## config.mk

```make
export PLATFORM = sky130hd
export DESIGN_NAME = bcd_updown_counter_n
export DESIGN_NICKNAME = d
export VERILOG_FILES = /design/src/rtl/bcd_pkg.sv /design/src/rtl/bcd_digit_cell.sv /design/src/rtl/bcd_updown_counter_n.sv
export SDC_FILE = /design/constraint.sdc
export NUM_CORES = 1
export LEC_CHECK = 0
export CORE_MARGIN = 4
export CORE_UTILIZATION = 25
export DETAILED_ROUTE_END_ITERATION = 12
export GPL_ROUTABILITY_DRIVEN = 0
export PLACE_DENSITY_LB_ADDON = 0.3
export RECOVER_POWER = 25
export SLEW_MARGIN = 20
export SYNTH_ARGS = -nofsm -noshare
export SYNTH_HDL_FRONTEND = slang
export SYNTH_SLANG_ARGS = --single-unit
```

## constraint.sdc

```tcl
create_clock -name clk -period 2.6 [get_ports clk]
set_clock_uncertainty 0.2 [all_clocks]
set_input_delay 0.78 -clock clk [delete_from_list [all_inputs] [get_ports clk]]
set_output_delay 0.78 -clock clk [all_outputs]
set_load 0.03 [all_outputs]
```

## src/rtl/bcd_pkg.sv

```systemverilog
// Shared BCD constants and helpers for the N-digit up/down counter.
package bcd_pkg;

    localparam int unsigned BCD_W   = 4;
    localparam int unsigned PRESC_W = 16;

    localparam logic [BCD_W-1:0] BCD_MAX  = 4'd9;
    localparam logic [BCD_W-1:0] BCD_ZERO = 4'd0;

    // Any nibble above 9 is forced to 9 so count never holds an illegal digit.
    function automatic logic [BCD_W-1:0] bcd_clamp(input logic [BCD_W-1:0] nibble);
        return (nibble > BCD_MAX) ? BCD_MAX : nibble;
    endfunction

endpackage

```

## src/rtl/bcd_digit_cell.sv

```systemverilog
// One BCD digit of the up/down counter.
// Ports:
//   clk, rst     clock, asynchronous active-high reset
//   step_in      advance this digit on this edge
//   up_down      1 = up, 0 = down
//   load         synchronous load of load_digit (clamped to 9)
//   load_digit   preset nibble
//   clr          synchronous clear, beats load and step
//   digit        registered digit value
//   term         digit is at its terminal value for the current direction
module bcd_digit_cell
    import bcd_pkg::*;
(
    input  logic             clk,
    input  logic             rst,
    input  logic             step_in,
    input  logic             up_down,
    input  logic             load,
    input  logic [BCD_W-1:0] load_digit,
    input  logic             clr,
    output logic [BCD_W-1:0] digit,
    output logic             term
);

    logic [BCD_W-1:0] digit_q;
    logic [BCD_W-1:0] digit_d;

    assign term  = up_down ? (digit_q == BCD_MAX) : (digit_q == BCD_ZERO);
    assign digit = digit_q;

    // Next digit: clr > load > step > hold; terminal digits roll over.
    always_comb begin
        digit_d = digit_q;
        if (clr) begin
            digit_d = BCD_ZERO;
        end else if (load) begin
            digit_d = bcd_clamp(load_digit);
        end else if (step_in) begin
            if (up_down) begin
                digit_d = term ? BCD_ZERO : digit_q + 4'd1;
            end else begin
                digit_d = term ? BCD_MAX : digit_q - 4'd1;
            end
        end
    end

    always_ff @(posedge clk or posedge rst) begin
        if (rst) begin
            digit_q <= BCD_ZERO;
        end else begin
            digit_q <= digit_d;
        end
    end

endmodule

```

## src/rtl/bcd_updown_counter_n.sv

```systemverilog
// N-digit BCD up/down counter with prescaler, load, clear, wrap/saturate mode.
// Ports:
//   clk, rst     clock, asynchronous active-high reset
//   en           count enable, also gates the prescaler
//   up_down      1 = count up, 0 = count down
//   clr          synchronous clear (highest priority)
//   load         synchronous load of load_val (digits clamped to 9)
//   load_val     preset value, digit 0 in [3:0]
//   count        registered count, digit 0 in [3:0]
//   carry        one-cycle pulse on wrap (up) or borrow (down)
//   ovf_sticky   set by any wrap or blocked saturation step, cleared by clr/rst
//   at_zero      combinational count == 0
module bcd_updown_counter_n
    import bcd_pkg::*;
#(
    parameter int unsigned NUM_DIGITS = 2,
    parameter int unsigned TICK_DIV   = 1,
    parameter int unsigned SATURATE   = 0
) (
    input  logic                        clk,
    input  logic                        rst,
    input  logic                        en,
    input  logic                        up_down,
    input  logic                        clr,
    input  logic                        load,
    input  logic [BCD_W*NUM_DIGITS-1:0] load_val,
    output logic [BCD_W*NUM_DIGITS-1:0] count,
    output logic                        carry,
    output logic                        ovf_sticky,
    output logic                        at_zero
);

    localparam int unsigned CNT_W = BCD_W * NUM_DIGITS;
    localparam logic [PRESC_W-1:0] PRESC_LAST = PRESC_W'(TICK_DIV - 1);
    localparam logic               SAT_MODE   = (SATURATE != 0);

    logic [PRESC_W-1:0]    presc_q;
    logic [PRESC_W-1:0]    presc_d;
    logic                  carry_q;
    logic                  carry_d;
    logic                  ovf_q;
    logic                  ovf_d;
    logic                  tick;
    logic                  all_term;
    logic                  step0;
    logic [NUM_DIGITS-1:0] step;
    logic [NUM_DIGITS-1:0] term;

    assign tick     = en & (presc_q == PRESC_LAST);
    assign all_term = &term;
    // In saturate mode the terminal step is swallowed before reaching the digits.
    assign step0    = tick & ~(SAT_MODE & all_term);

    // Digit chain: digit i steps when every lower digit is terminal.
    for (genvar g = 0; g < NUM_DIGITS; g++) begin : g_digit
        if (g == 0) begin : g_lsd
            assign step[g] = step0;
        end else begin : g_upper
            assign step[g] = step0 & (&term[g-1:0]);
        end

        bcd_digit_cell u_cell (
            .clk        (clk),
            .rst        (rst),
            .step_in    (step[g]),
            .up_down    (up_down),
            .load       (load),
            .load_digit (load_val[g*BCD_W +: BCD_W]),
            .clr        (clr),
            .digit      (count[g*BCD_W +: BCD_W]),
            .term       (term[g])
        );
    end

    // Prescaler, carry pulse and sticky overflow next-state.
    always_comb begin
        presc_d = presc_q;
        carry_d = 1'b0;
        ovf_d   = ovf_q;
        if (clr) begin
            presc_d = '0;
            ovf_d   = 1'b0;
        end else if (load) begin
            presc_d = '0;
        end else if (en) begin
            presc_d = tick ? '0 : presc_q + PRESC_W'(1);
            if (tick && all_term) begin
                ovf_d   = 1'b1;
                carry_d = ~SAT_MODE;
            end
        end
    end

    always_ff @(posedge clk or posedge rst) begin
        if (rst) begin
            presc_q <= '0;
            carry_q <= 1'b0;
            ovf_q   <= 1'b0;
        end else begin
            presc_q <= presc_d;
            carry_q <= carry_d;
            ovf_q   <= ovf_d;
        end
    end

    assign carry      = carry_q;
    assign ovf_sticky = ovf_q;
    assign at_zero    = (count == CNT_W'(0));

endmodule

```

# Word-level counts from Yosys, hierarchy flattened
# Index checks and enable logic that the tools add are counted.
dict set report totals {
  reg_bits 26
  inputBits 14
  out_inout_bits 11
  wordCells 57
}
dict set report op_classes {
  n_addsub 5
  n_lt_le_gt_ge 2
  n_eq_ne 3
  muxes 28
  bitwise_logic 2
  n_reduce_logical 12
}
# operator n
set ops {}
lappend ops {{two-way mux 16 bit} 4}
lappend ops {{two-way mux 4 bit} 14}
lappend ops {{adder 16 x 1 -> 16 bit (second input constant)} 1}
lappend ops {{zero test 16 bit} 1}
lappend ops {{two-way mux 1 bit} 10}
lappend ops {{nonzero test 3 bit} 3}
lappend ops {{adder 4 x 1 -> 4 bit (second input constant)} 2}
lappend ops {{equality test 4 bit (second input constant)} 2}
lappend ops {{greater-than comparator 4 bit (second input constant)} 2}
lappend ops {{zero test 4 bit} 2}
lappend ops {{zero test 8 bit} 1}
lappend ops {{subtractor 4 x 1 -> 4 bit (second input constant)} 2}
lappend ops {{nonzero test 2 bit} 2}
lappend ops {{AND reduction 3 bit} 1}
lappend ops {{bitwise AND 1 bit} 2}
lappend ops {{inequality test 2 bit (second input constant)} 1}
lappend ops {{AND reduction 2 bit} 1}
lappend ops {{logical AND 1 bit} 1}

# Longest topological paths before layout
# Gate-level depths: netlist (run 1).
dict set report logic_depth {
  depth_word 8
  mapped_depth 8
  depth_no_buf 7
}

# Modules after synthesis
# From an unflattened synthesis (run 1), not the netlist that was laid out.
dict set report hier_totals {
  hier_cells 216
  area_unflattened_um2 1975.6
}
# mod n_inst cells_each area_per_inst_um2 seq_area_each_um2
set by_module_without_submodules {}
lappend by_module_without_submodules {bcd_updown_counter_n 1 110 1109.8 450.4}
lappend by_module_without_submodules {bcd_digit_cell 2 53 432.9 100.1}

# Worst setup path after synthesis (run 1)
# No wires, ideal clock.
dict set report synth_path {
  kind {flip-flop to output port}
  start {register g_digit[0].u_cell.digit_q[1]}
  end {output at_zero}
  arrival_ps 2361
  t_required_ps 1620
  setup_slack_ps -741
  path_stages_with_launch 5
  path_buffers 0
  path_cell_list {dfrtp_1 -> inv_1 -> ha_1 -> or3b_2 -> nor4b_1}
}
dict set report synth_via {
  elab_chain_len 1
}
# element line_no
set synth_rtl {}
lappend synth_rtl {{from (decl)} bcd_digit_cell.sv:25} ;# logic [BCD_W-1:0] digit_q;
lappend synth_rtl {{from (signal assigned)} bcd_digit_cell.sv:51} ;# digit_q <= digit_d;
lappend synth_rtl {{zero test 8 bit} bcd_updown_counter_n.sv:108} ;# assign at_zero = (count == CNT_W'(0));
lappend synth_rtl {{to (decl)} bcd_updown_counter_n.sv:30} ;# output logic at_zero
# No other way between the ends.

# Worst setup path in the final report (run 1)
# Same ends and word-level chain as after synthesis.

==> summary.md, run 1 <==
| Metric | Value |
|---|---|
| Die width | `roughly 93 µm` |
| Worst-Margin Slew | `roughly 0.7 ns` |
| RSZ-0062 raised after global routing | `true` |
| Power Dens Cells | `465 nW/µm²` |
| Placement-stage cell area | `roughly 2200 µm²` |
| TritonRoute pass-1 iters | `4` |
| Residual DRC | `0` |
| Hold Fails Final Rpt | `0` |
| Worst R2R Path Depth | `8` |
| Clock-pin slew of the registers on the worst-case setup and hold paths | `0.10 ns` |
| Most common cell after layout, fill and taps aside | `dfrtp_1` |
| Crit share post-route | `104%` |
| Comb power frac | `approximately 29%` |
| Worst Path Arrival | `~1.7 ns` |
| CTS Root Buffer Type | `clkbuf_8` |
| Largest net degree at the start of global routing | `27` |
| Startpoint Class | `flop` |
| EDFF count, synth | `0` |
| Wire length per cell | `around 13 µm` |
| Total power | `about 1.1 mW` |
| Die H | `92.7 µm` |
| Die footprint | `between 8000 and 9000 µm²` |
| Gate Count Post-Synth | `209` |
| Met1 Resource Use GR | `16.4%` |
| CP Data Required Time | `between 1.5 and 2 ns` |
| Total Wirelength | `about 4.6 mm` |
| Async SR Flop Fraction | `100%` |
| Switch share | `29.6%` |
| Synth warn | `0` |
| # H-tree levels | `1` |
| CP max FO | `3` |
| Row count | `30` |
| Buffers from clock root to sink, at most | `2` |
| Worst Hold End | `ovf_sticky$_DFFE_PP0P_` |
| Initial Util | `a little over a quarter` |
| I/O Pins | `25` |
| Final nets | `between 200 and 300` |
| Met3 Usage GRT | `under 10%` |
| Max-Cap Viols | `0` |
| Critical Setup Path Class | `flop to output port` |
| Seq/Total Area, Yosys | `36.3%` |
| Tmin final | `~2.7 ns` |
| Antenna-violating nets left | `0` |
| Register area | `653 µm²` |
| Vias per inst | `~4.7` |
| Synth unique cells | `48` |
| Crit-path slowest cell | `dfrtp_2` |
| Register bit total from synthesis | `26` |
| Core Region | `~6900 µm²` |
| Pleak | `~0.97 nW` |
| CTS Buf Count | `3` |
| Busiest metal layer after global routing | `met2` |
| Syn Nets | `~230` |
| Violations in the final reports | `setup timing` |
| First-pass GRT wire length | `a little over 8 mm` |
| PortBufs | `24` |
| CP endpoint kind | `output port` |
| Maximum vdd ir drop | `between 0.15 and 0.2 mV` |
| Launch point of the worst reg-to-reg path | `g_digit[0].u_cell.digit[1]$_DFFE_PP0P_` |
| Most used DFF post-synth | `dfrtp_1` |
| R2r setup slk | `slightly below 0.4 ns` |
| Largest stage delay, worst path | `approximately 0.42 ns` |
| Vias in the first global route | `roughly 1600` |
| Area delta synth->final | `31.7%` |
| GRT Util Overall | `11.5%` |
| Final worst slack | `-0.108 ns` |
| Area occupied by multi-input gates | `~1100 µm²` |
| Vias post-DR | `about 1600` |
| Max Slew Vio Count | `0` |
| Ratio of cells with drive above 1 in the final layout | `roughly 17%` |
| Ant. Diodes | `0` |
| Highest Clock Rate | `about 370 MHz` |
| Sinks on Clock Net | `26` |
| Syn avg cell area | `around 8.6 µm²` |
| Finished Cell Area | `roughly 2400 µm²` |
| # fillers | `between 600 and 700` |
| Clock Power Share | `31.6%` |
| Placement Setup Slack | `-0.331 ns` |
| Commonest non-fill, non-tap cells in the layout | `dfrtp_1, nor2_1, clkdlybuf4s50_1` |
| Hold slack | `between 0.2 and 0.3 ns` |
| CTS tree | `done` |
| Hold WC Path Type | `flop to flop` |
| Final setup fails | `1` |
| Syn Std Cell Area | `between 1500 and 2000 µm²` |
| DR iter-0 viols | `62` |
| Status | `finished with violations` |
| Internal Power | `roughly 0.77 mW` |
| Met2 Use GR | `17.8%` |
| Slew headroom | `53.3%` |
| Post-DP HPWL | `3.43 mm` |
| Setup TNS | `-0.108 ns` |
| Capturing point of the worst reg2reg path | `g_digit[1].u_cell.digit[0]$_DFFE_PP0P_` |
| Crit-path cells | `inv_2 > ha_4 > or3b_4 > nor4b_4 > buf_4` |
| Clock Latency Late Sink | `about 0.28 ns` |
| Hold wc startpoint | `ovf_sticky$_DFFE_PP0P_` |
| Switching power | `about 0.32 mW` |
| Flop pwr share | `39.7%` |
| Hold path depth | `1` |
| Total global routing overflow | `0` |
| Initial antenna violation count | `0` |
==> what timing repair did <==
item                                    CTS  global route
hold buffers                              0             0
resized for setup                         5             1
setup buffers                             2             1
endpoints found under the setup margin    2             2
pin swaps                                 2             0
==> layer usage <==
metal,vias to the layer above,wire length (µm)
met2,25,2080
met1,762,2280
met5,-,0
met3,4,175
met4,0,44
li1,828,-
==> worst max-delay path: cells and delay by family (launching register included) <==
kind	cells	cell delay [ns]
flip-flops	1	0.42
adder cells (fa/ha/maj)	1	0.14
buffers and inverters	2	0.27
AND/OR/NAND/NOR	2	0.62
==> final cells by class <==
class	count	area share [%]
repair buffers	44	16.3
well taps	96	5.08
multi-input cells	160	45.9
flip-flops and latches	26	27.6
clock buffers	3	1.75
clock inverters	1	1.27
inverters	13	2.07
==> cells in the mapped netlist, types with 2 or more instances <==
cell type,number,share of area (%)
nand4_1,7,2.4
nor3_1,2,0.56
nand2b_1,4,1.4
o211ai_1,3,1.3
o21ai_0,13,3.6
clkbuf_1,4,0.84
nand3_1,10,2.8
o31ai_1,2,0.84
o21bai_1,2,0.84
and3_1,2,0.70
buf_2,3,0.84
o21a_1,2,0.84
a21o_1,3,1.3
xor2_1,8,3.9
nor3b_1,2,0.84
inv_1,13,2.7
dfrtp_1,26,36
buf_6,2,1.3
nand3b_1,2,0.84
a21oi_1,13,3.6
a31oi_1,4,1.4
ha_1,8,5.6
nor4_1,3,1.0
a211oi_1,2,0.84
mux2i_1,2,1.1
or3_1,4,1.4
mux2_2,2,1.3
nand2_1,12,2.5
xnor2_1,4,2.0
nor2_1,23,4.8
or2_2,2,0.70
nor4b_1,4,2.0
==> how the worst max path moves through the flow <==
stage / startpoint / to / depth (start not counted)
global route: g_digit[0].u_cell.digit[1]$_DFFE_PP0P_ / at_zero / 5
global placement: en / g_digit[1].u_cell.digit[0]$_DFFE_PP0P_ / 6
CTS: g_digit[0].u_cell.digit[1]$_DFFE_PP0P_ / at_zero / 5
floorplan: g_digit[0].u_cell.digit[1]$_DFFE_PP0P_ / at_zero / 4
finish: g_digit[0].u_cell.digit[1]$_DFFE_PP0P_ / at_zero / 5
detailed placement: en / g_digit[1].u_cell.digit[0]$_DFFE_PP0P_ / 6
==> sequential cells by signal, indices dropped and copies added (netlist names) <==
register              flops
g_digit.u_cell.digit      8
ovf_sticky                1
carry                     1
presc_q                  16
==> kinds of logic after synthesis <==
logic type,synth area share [%]
and+or+nand+nor,25.6
AOI/OAI and AO/OA,18.5
DFF,36.3
buffers and inverters,5.86
xor gates and xnor gates,5.86
adders and majority gates,5.58
muxes,2.37
==> power groups by stage <==
| stage | Combinational [mW] | Sequential [mW] | Clock [mW] |
|---|---|---|---|
| after floorplan | 0.162 | 0.469 | 0 |
| after CTS | 0.313 | 0.436 | 0.356 |
| final | 0.315 | 0.435 | 0.347 |
| after global placement | 0.299 | 0.443 | 0 |
| after global routing | 0.351 | 0.439 | 0.369 |
| after detailed placement | 0.300 | 0.443 | 0 |
==> stage by stage <==
step                      utilization, %  cells
after floorplan                        -    209
after global placement              32.7    336
after detailed placement            32.7    336
after CTS                           34.2    342
after global routing                34.4    343
final                               34.4    343
Note: power is estimated with default switching activity, not from simulation.
==> run 2: changes to the inputs <==
--- a/config.mk
+++ b/config.mk
@@ -6,7 +6,7 @@
 export NUM_CORES = 1
 export LEC_CHECK = 0
 export CORE_MARGIN = 4
-export CORE_UTILIZATION = 25
+export CORE_UTILIZATION = 30
 export DETAILED_ROUTE_END_ITERATION = 12
 export GPL_ROUTABILITY_DRIVEN = 0
 export PLACE_DENSITY_LB_ADDON = 0.3
==> summary.md, run 2 (synthesis gave the netlist of run 1 again) <==
| Metric | Value |
|---|---|
| First-pass GRT wire length | `7.47 mm (-7.7%)` |
| Final setup fails | `1 (unchanged)` |
| Placed cell count | `312 (-7.1%)` |
| Clock Latency Late Sink | `0.27 ns (about the same)` |
| CP endpoint kind | `output port` |
| Max-Cap Viols | `0 (unchanged)` |
| Hold_buf cts | `0 (unchanged)` |
| Crit-path slowest cell | `dfrtp_2` |
| Family with the most delay on the worst path | `simple AND/OR/NAND/NOR gates` |
| Buffers from clock root to sink, at most | `2 (unchanged)` |
| Slew headroom | `56.0% (+2.7 points)` |
| RSZ-0062 raised after global routing | `true` |
| GRT Util Overall | `12.2% (+0.70 points)` |
| Hold WC Path Type | `flop to flop` |
| Vias per inst | `5.06 (+7.3%)` |
| Sinks on Clock Net | `26 (unchanged)` |
| Violations in the final reports | `setup timing` |
| Critical Setup Path Class | `flop to output port` |
| Hold Fails Final Rpt | `0 (unchanged)` |
| Vias post-DR | `1610 (-0.56%)` |
| Layout Cells excl Fill | `318 (-7.3%)` |
| # H-tree levels | `1 (unchanged)` |
| CP max FO | `3 (unchanged)` |
| Crit-path cells | `inv_1 > ha_4 > or3b_4 > nor4b_4 > buf_6` |
| Largest Register | `presc_q` |
| Largest net degree at the start of global routing | `27 (unchanged)` |
| Final worst slack | `-0.0925 ns (+0.0156 ns)` |
| Area occupied by multi-input gates | `1070 µm² (-0.81%)` |
| Total global routing overflow | `0 (unchanged)` |
| CTS Buf Count | `3 (unchanged)` |
| CP bufs+invs | `2 (unchanged)` |
| Final nets | `269 (-0.37%)` |
| Finished Cell Area | `2320 µm² (-1.9%)` |
| Most common cell after layout, fill and taps aside | `dfrtp_1` |
| TritonRoute pass-1 iters | `4 (unchanged)` |
| Pleak | `0.961 nW (-1.0%)` |
| Post-DP HPWL | `3.21 mm (-6.3%)` |
| Commonest non-fill, non-tap cells in the layout | `dfrtp_1, nor2_1, clkdlybuf4s50_1` |
| Ratio of cells with drive above 1 in the final layout | `15.9% (-0.75 points)` |
| Die H | `85.3 µm (-8.0%)` |
| # fillers | `546 (-21%)` |
| Antenna-violating nets left | `0 (unchanged)` |
| Worst-Margin Slew | `0.659 ns (-0.0410 ns)` |
| Tmin final | `2.69 ns (-0.0156 ns)` |
| Ant. Diodes | `0 (unchanged)` |
| Startpoint Class | `flop` |
| Highest Clock Rate | `371 MHz (+0.58%)` |
| DR iter-0 viols | `111 (+79%)` |
| Worst Path Arrival | `1.71 ns (-0.02 ns)` |
| Die width | `85.3 µm (-8.0%)` |
| Die footprint | `7280 µm² (-15%)` |
| Max reg flops | `16 (unchanged)` |
| Residual DRC | `0 (unchanged)` |
| PortBufs | `24 (unchanged)` |
| Area delta synth->final | `29.2%` |
| Clock-pin slew of the registers on the worst-case setup and hold paths | `0.09 ns (about the same)` |
| Max Slew Vio Count | `0 (unchanged)` |
| Placement-stage cell area | `2230 µm² (-0.78%)` |
| Wire length per cell | `13.5 µm (+1.1%)` |
| Maximum vdd ir drop | `0.202 mV (+27%)` |
| Core Region | `5640 µm² (-18%)` |
| CTS tree | `done` |
| Row count | `27 (-10%)` |
| CP Data Required Time | `1.62 ns (about the same)` |
| I/O Pins | `25 (unchanged)` |
| CTS Root Buffer Type | `clkbuf_8` |
| Largest stage delay, worst path | `0.41 ns (about the same)` |
| Initial Util | `31.8% (+5.7 points)` |
| Crit share post-route | `104% (-0.60 points)` |
| Register area | `653 µm² (unchanged)` |
| Vias in the first global route | `1570 (-2.6%)` |
| Status | `finished with violations` |
| Power Dens Cells | `439 nW/µm² (-5.5%)` |
| Total Wirelength | `4.29 mm (-6.3%)` |
| Initial antenna violation count | `0 (unchanged)` |
[run 2: power by group]
part / switching (mW) / internal, mW
Combinational: 0.168 / 0.151
Clock: 0.130 / 0.135
Sequential: 0.0150 / 0.418
[run 2: worst reg2reg max path, stage by stage (launching register included)]
cell and delay [ns]:
dfrtp_2 0.41, inv_1 0.10, ha_4 0.13, buf_4 0.11, or3b_1 0.34, a21o_1 0.21, or2_4 0.27, o31ai_1 0.25
a32oi_1 0.09
[run 2: repair_timing]
action | in CTS | in global routing
pin swaps | 1 | 0
gates resized for setup | 4 | 2
buffers inserted | 2 | 0
endpoints found under the setup margin | 1 | 5
[run 2: per-stage QoR]
step	hold WS (ns)	total power [mW]	TNS [ns]	utilization [%]	worst slack (ns)
after floorplan	0.293	0.631	0	-	0.0248
after global placement	0.284	0.745	-0.881	39.5	-0.193
after detailed placement	0.281	0.746	-1.47	39.5	-0.252
after CTS	0.308	1.03	-0.0880	41.0	-0.0880
after global routing	0.329	1.08	-0.138	41.1	-0.138
final	0.302	1.02	-0.0925	41.1	-0.0925
[run 2: final cells by class]
type | count | area share, %
multi-input combinational | 160 | 46.4
sequential | 26 | 28.2
timing repair buffer | 43 | 17.0
tap | 72 | 3.89
clock buffer | 4 | 2.37
inverter | 13 | 2.21
[run 2: per-layer routing]
layer | wire, µm | global-route usage (%) | part of all wire [%] | vias up
met5 | 0 | 0 | 0 | -
met4 | 47 | 2.16 | 1.1 | 0
met3 | 153 | 1.94 | 3.6 | 6
met2 | 1900 | 19.0 | 44 | 25
met1 | 2190 | 17.8 | 51 | 756
li1 | - | - | - | 823
[run 2: path summary, 6_finish.rpt]
check	startpoint	end	slack, ns	cells past startpoint
hold / removal	ovf_sticky$_DFFE_PP0P_	ovf_sticky$_DFFE_PP0P_	0.30	1
setup / recovery	g_digit[0].u_cell.digit[0]$_DFFE_PP0P_	at_zero	-0.09	5
hold reg to reg	ovf_sticky$_DFFE_PP0P_	ovf_sticky$_DFFE_PP0P_	0.30	1
setup reg to reg	g_digit[0].u_cell.digit[0]$_DFFE_PP0P_	g_digit[1].u_cell.digit[0]$_DFFE_PP0P_	0.38	8
max in group asynchronous	rst	g_digit[0].u_cell.digit[1]$_DFFE_PP0P_	0.83	3
min in group asynchronous	rst	g_digit[0].u_cell.digit[3]$_DFFE_PP0P_	0.91	3
